### config.mk
export PLATFORM = sky130hd
export DESIGN_NAME = idexe_pipe_hs
export DESIGN_NICKNAME = d
export VERILOG_FILES = /design/src/rtl/idexe_pkg.sv /design/src/rtl/idexe_perf_cnt.sv /design/src/rtl/idexe_pipe_hs.sv
export SDC_FILE = /design/constraint.sdc
export NUM_CORES = 1
export LEC_CHECK = 0
export ABC_AREA = 1
export CORE_MARGIN = 5
export CORE_UTILIZATION = 47
export CTS_BUF_LIST = sky130_fd_sc_hd__clkbuf_16
export CTS_CLUSTER_DIAMETER = 120
export DETAILED_ROUTE_END_ITERATION = 6
export HOLD_SLACK_MARGIN = 0.03
export PLACE_DENSITY = 0.79
export SETUP_SLACK_MARGIN = 0.5
export SKIP_CTS_REPAIR_TIMING = 1
export SLEW_MARGIN = 20
export SYNTH_ARGS = -nofsm -noshare
export SYNTH_HDL_FRONTEND = slang
export SYNTH_SLANG_ARGS = --single-unit
### constraint.sdc
create_clock -name clk -period 2.2 [get_ports clk]
set_input_delay 0.55 -clock clk [delete_from_list [all_inputs] [get_ports clk]]
set_output_delay 0.55 -clock clk [all_outputs]
set_load 0.02 [all_outputs]
### src/rtl/idexe_pkg.sv
// Shared types for the ID->EXE handshake stage: control bundle layout, FSM states, widths.
package idexe_pkg;

    localparam int CTRL_W = 8;
    localparam int CNT_W  = 16;

    typedef struct packed {
        logic pc_en;
        logic jenable;
        logic jop_lsb;
        logic mux_mem;
        logic mux_exe;
        logic wr_mem_en;
        logic rd_mem_en;
        logic wb_en;
    } ctrl_t;

    typedef enum logic [1:0] {
        EMPTY = 2'd0,
        ONE   = 2'd1,
        FULL  = 2'd2
    } state_t;

endpackage

### src/rtl/idexe_perf_cnt.sv
// Two saturating event counters (backpressure cycles, effective flushes), cleared by rst only.
module idexe_perf_cnt
    import idexe_pkg::*;
(
    input  logic             clk,
    input  logic             rst,
    input  logic             stall_evt,
    input  logic             flush_evt,
    output logic [CNT_W-1:0] stall_cnt,
    output logic [CNT_W-1:0] flush_cnt
);

    localparam logic [CNT_W-1:0] CNT_INC = CNT_W'(1);

    always_ff @(posedge clk) begin
        if (rst) begin
            stall_cnt <= '0;
            flush_cnt <= '0;
        end else begin
            if (stall_evt && (stall_cnt != '1))
                stall_cnt <= stall_cnt + CNT_INC;
            if (flush_evt && (flush_cnt != '1))
                flush_cnt <= flush_cnt + CNT_INC;
        end
    end

endmodule

### src/rtl/idexe_pipe_hs.sv
// ID->EXE pipeline stage: valid/ready handshake, 2-entry skid buffer, flush bubbles.
// Optional IDEXE_PERF_CNT_EN adds stall_cnt/flush_cnt ports and counters.
module idexe_pipe_hs
    import idexe_pkg::*;
#(
    parameter int ARQ     = 16,
    parameter int JADDR_W = 13,
    parameter int ALUOP_W = 2,
    parameter int CTRL_W  = idexe_pkg::CTRL_W
) (
    input  logic               clk,
    input  logic               rst,
    input  logic               flush,
    input  logic               in_valid,
    output logic               in_ready,
    input  logic [CTRL_W-1:0]  ctrl_in,
    input  logic [ARQ-1:0]     src1_in,
    input  logic [ARQ-1:0]     src2_in,
    input  logic [ARQ-1:0]     srcdest_in,
    input  logic [ARQ-1:0]     imm_in,
    input  logic [ALUOP_W-1:0] alu_op_in,
    input  logic [JADDR_W-1:0] jaddr_in,
    output logic               out_valid,
    input  logic               out_ready,
    output logic [CTRL_W-1:0]  ctrl_out,
    output logic [ARQ-1:0]     src1_out,
    output logic [ARQ-1:0]     src2_out,
    output logic [ARQ-1:0]     srcdest_out,
    output logic [ARQ-1:0]     imm_out,
    output logic [ALUOP_W-1:0] alu_op_out,
    output logic [JADDR_W-1:0] jaddr_out
`ifdef IDEXE_PERF_CNT_EN
    ,
    output logic [CNT_W-1:0]   stall_cnt,
    output logic [CNT_W-1:0]   flush_cnt
`endif
);

    localparam int PW = CTRL_W + 4*ARQ + ALUOP_W + JADDR_W;

    state_t        state_q, state_d;
    logic [PW-1:0] main_q, skid_q, pay_in;
    logic [CTRL_W-1:0] main_ctrl;
    logic          in_fire, out_fire;
    logic          ld_main_in, ld_main_skid, ld_skid;

    assign pay_in = {ctrl_in, src1_in, src2_in, srcdest_in, imm_in, alu_op_in, jaddr_in};

    assign in_ready  = (state_q != FULL) & ~rst;
    assign out_valid = (state_q != EMPTY);
    assign in_fire   = in_valid & in_ready;
    assign out_fire  = out_valid & out_ready;

    always_comb begin
        state_d      = state_q;
        ld_main_in   = 1'b0;
        ld_main_skid = 1'b0;
        ld_skid      = 1'b0;
        case (state_q)
            EMPTY: begin
                if (in_fire) begin
                    state_d    = ONE;
                    ld_main_in = 1'b1;
                end
            end
            ONE: begin
                if (in_fire && out_fire) begin
                    ld_main_in = 1'b1;
                end else if (in_fire) begin
                    state_d = FULL;
                    ld_skid = 1'b1;
                end else if (out_fire) begin
                    state_d = EMPTY;
                end
            end
            FULL: begin
                if (out_fire) begin
                    state_d      = ONE;
                    ld_main_skid = 1'b1;
                end
            end
            default: state_d = EMPTY;
        endcase
        // Flush drops every buffered beat but leaves the payload registers untouched;
        // a same-cycle in_fire still handshakes, its data simply never lands.
        if (flush) begin
            state_d      = EMPTY;
            ld_main_in   = 1'b0;
            ld_main_skid = 1'b0;
            ld_skid      = 1'b0;
        end
    end

    always_ff @(posedge clk) begin
        if (rst) begin
            state_q <= EMPTY;
            main_q  <= '0;
            skid_q  <= '0;
        end else begin
            state_q <= state_d;
            if (ld_main_in)
                main_q <= pay_in;
            else if (ld_main_skid)
                main_q <= skid_q;
            if (ld_skid)
                skid_q <= pay_in;
        end
    end

    assign {main_ctrl, src1_out, src2_out, srcdest_out, imm_out, alu_op_out, jaddr_out} = main_q;
    assign ctrl_out = out_valid ? main_ctrl : '0;

`ifdef IDEXE_PERF_CNT_EN
    idexe_perf_cnt u_perf_cnt (
        .clk       (clk),
        .rst       (rst),
        .stall_evt (out_valid & ~out_ready),
        .flush_evt (flush & (state_q != EMPTY)),
        .stall_cnt (stall_cnt),
        .flush_cnt (flush_cnt)
    );
`else
    // Counters absent: datapath and handshake are identical to the counted build.
`endif

endmodule
==> metrics.md <==
| Metric | Value |
|---|---|
| Count leader, synth | `nand2_1` |
| Share of the synthesized area in the top cell type | `between 40 and 50%` |
| Starting Density | `47.7%` |
| FF+latch count, synth | `around 180` |
| H-tree levels | `4` |
| Total CTS buffers | `17` |
| Diodes inserted | `0` |
| Core region area | `roughly 17000 µm²` |
| IO Pins | `181` |
| RSZ-0062 raised after global routing | `true` |
| FP Rows | `48` |
| Clk_lat worst skew | `~0.43 ns` |
| CTS tree | `yes` |
| Syn_area_per_cell | `between 6 and 7 µm²` |
| EDFF count, synth | `0` |
| Congestion Overflow GR | `0` |
| Final Hold Viols | `0` |
| Async SR Flop Fraction | `0%` |
| Via density | `approximately 5.3` |
| Status | `complete, but fails checks` |
| Post-synth top area cell | `dfxtp_1` |
| Clk pin slew, worst setup/hold paths | `roughly 0.070 ns` |
| Worst VDD drop | `about 0.59 mV` |
| Worst Tran Pin Value | `about 0.96 ns` |
| Setup WS post-layout | `roughly 0.27 ns` |
| Syn. warnings | `0` |
| Post-synth top cells | `nand2_1, a21oi_1, dfxtp_1` |
| Fmax | `0.519 GHz` |
| Detail Route Antenna Nets | `0` |
| RD Place Congestion | `approximately 0.76` |
| Max clock buf depth | `2` |
| Final setup vio count | `0` |
| Ratio of cells with drive above 1 in the final layout | `under 10%` |
| Min cycle time layout | `1.93 ns` |
| Post-DP HPWL | `roughly 13000 µm` |
| Initial antenna violation count | `0` |
| Overall Global Routing Usage | `between 20 and 25%` |
| Non-filler instance count after layout | `1492` |
| Final Cycle Share | `around 90%` |
| First-pass DRT Iterations | `7` |
| Worst slack at placement | `-0.108 ns` |
| Clk_skew | `roughly 0.013 ns` |
| Via count | `between 7000 and 8000` |
| Die Y | `142 µm` |
| DR WL/cell | `15.8 µm` |
| Power density over cell area | `between 600 and 700 nW/µm²` |
| Vias in the first global route | `between 7000 and 8000` |
| Max Slew Vio Count | `0` |
| Sequential element share of the synthesized area | `between 40% and 50%` |
| Placed cell count | `1436` |
| Die X | `142 µm` |
| Top area cells in the synthesized netlist | `dfxtp_1, nand2_1, a21oi_1` |
| CP Class | `reg2out` |
| Post-synth top flop | `dfxtp_1` |
| Largest fanout on the critical path | `4` |
| Crit end category | `primary output` |
| 1st-iter DRT viols | `between 600 and 700` |
| Synthesis-to-layout area growth | `33.1%` |
| Largest net degree at the start of global routing | `89` |
| Nets | `approximately 1300` |
| Synthesized area | `between 8000 and 9000 µm²` |
| Min-Delay Path Class | `in2reg` |
| Failing checks | `design-rule violations` |
| Die footprint | `a little over 20000 µm²` |
| Startpoint Class | `flip-flop` |
| Synth cell types | `18` |
| Leakage | `6.00 nW` |
| Clock sinks | `176` |
| Max-cap violations | `0` |
| Port-buffer cells | `180` |
| Headroom to the max-slew limit | `between 30 and 40%` |
| Syn Nets | `1268` |
| First-pass GRT wire length | `around 34000 µm` |
| CP required | `between 1.5 and 2 ns` |
| DR DRC count | `4` |
| CTS root buffer | `clkbuf_16` |
| WL final | `approximately 24000 µm` |
| WP data arrival | `about 1.4 ns` |
| Cells after Synth | `~1200` |
==> layout make-up <==
cell class,instances,area [µm²]
clock buffer,17,425
sequential,176,3530
clock inverter,14,149
inverter,103,392
multi-input combinational,726,3380
tap,225,282
fill,1432,6290
timing repair buffer,231,2790
==> power breakdown <==
| part | internal (mW) | leakage (nW) | total, mW | switching, mW |
|---|---|---|---|---|
| logic | 0.421 | 4.27 | 0.914 | 0.493 |
| clock network | 1.76 | 0.295 | 3.01 | 1.25 |
| registers | 3.28 | 1.43 | 3.34 | 0.0526 |
| total | 5.46 | 6.00 | 7.26 | 1.80 |
==> placed cells by master (no fill, tap or decap), types with 2 or more instances in the layout <==
cell	netlist	layout
clkdlybuf4s50_1	0	87
bufinv_16	0	3
dfxtp_4	0	2
a21oi_1	176	175
buf_4	82	20
dlymetal6s2s_1	0	83
o21ai_1	0	8
nand2_1	269	266
o21ai_0	88	80
dfxtp_1	176	174
nor2_2	2	5
inv_6	0	2
inv_2	3	5
clkinv_2	0	7
buf_12	0	18
inv_1	99	99
buf_6	0	10
buf_2	42	2
nor2_1	10	6
nor2_4	2	4
nand2_4	0	3
nand3_1	175	175
buf_8	0	3
clkbuf_16	0	24
==> worst paths after layout <==
check,start,cells after the start,endpoint,slack [ns]
worst max-delay path,state_q[1],4,in_ready,0.27
worst min-delay path,rst,4,state_q[1],0.48
worst max register to register,state_q[1],9,skid_q[65],0.53
worst min register to register,main_q[64],2,main_q[64],0.48
==> stage by stage <==
stage               utilization, %  setup TNS [ns]  hold slack, ns  power (mW)  instance area, µm²
finish                        63.5               0           0.476        7.26               10900
global route                  63.5               0           0.497        7.51               10900
CTS                           59.7           -1.63           0.465        7.28               10300
detailed placement            56.3          -10.67           0.474        4.31                9710
global placement              56.3         -0.0284           0.468        4.30                9710
floorplan                        -               0           0.461        3.97                8350
==> worst max-delay path: stages (launching register included) <==
cell            delay [ns]
dfxtp_4               0.36
inv_2                 0.11
nor2_2                0.06
nor2_1                0.14
dlymetal6s2s_1        0.26
==> metal layers <==
metal / wire, µm / vias to the layer above / global-route usage, %
li1: - / 3895 / -
met1: 10200 / 3673 / 27.6
met2: 10900 / 379 / 33.5
met3: 2160 / 31 / 4.47
met4: 296 / 0 / 5.85
met5: 0 / - / 0
==> cell families after synthesis <==
logic type / count (synthesis) / share of synthesized area (%)
and+or+nand+nor: 460 / 24.0
buffers and inverters: 275 / 17.0
AOI/OAI and AO/OA: 265 / 16.2
DFF: 176 / 42.8
==> registers in the layout, indices dropped and copies added, names as in the netlist <==
name	count
main_q	87
skid_q	87
state_q	2
Note: power is estimated with default switching activity, not from simulation.
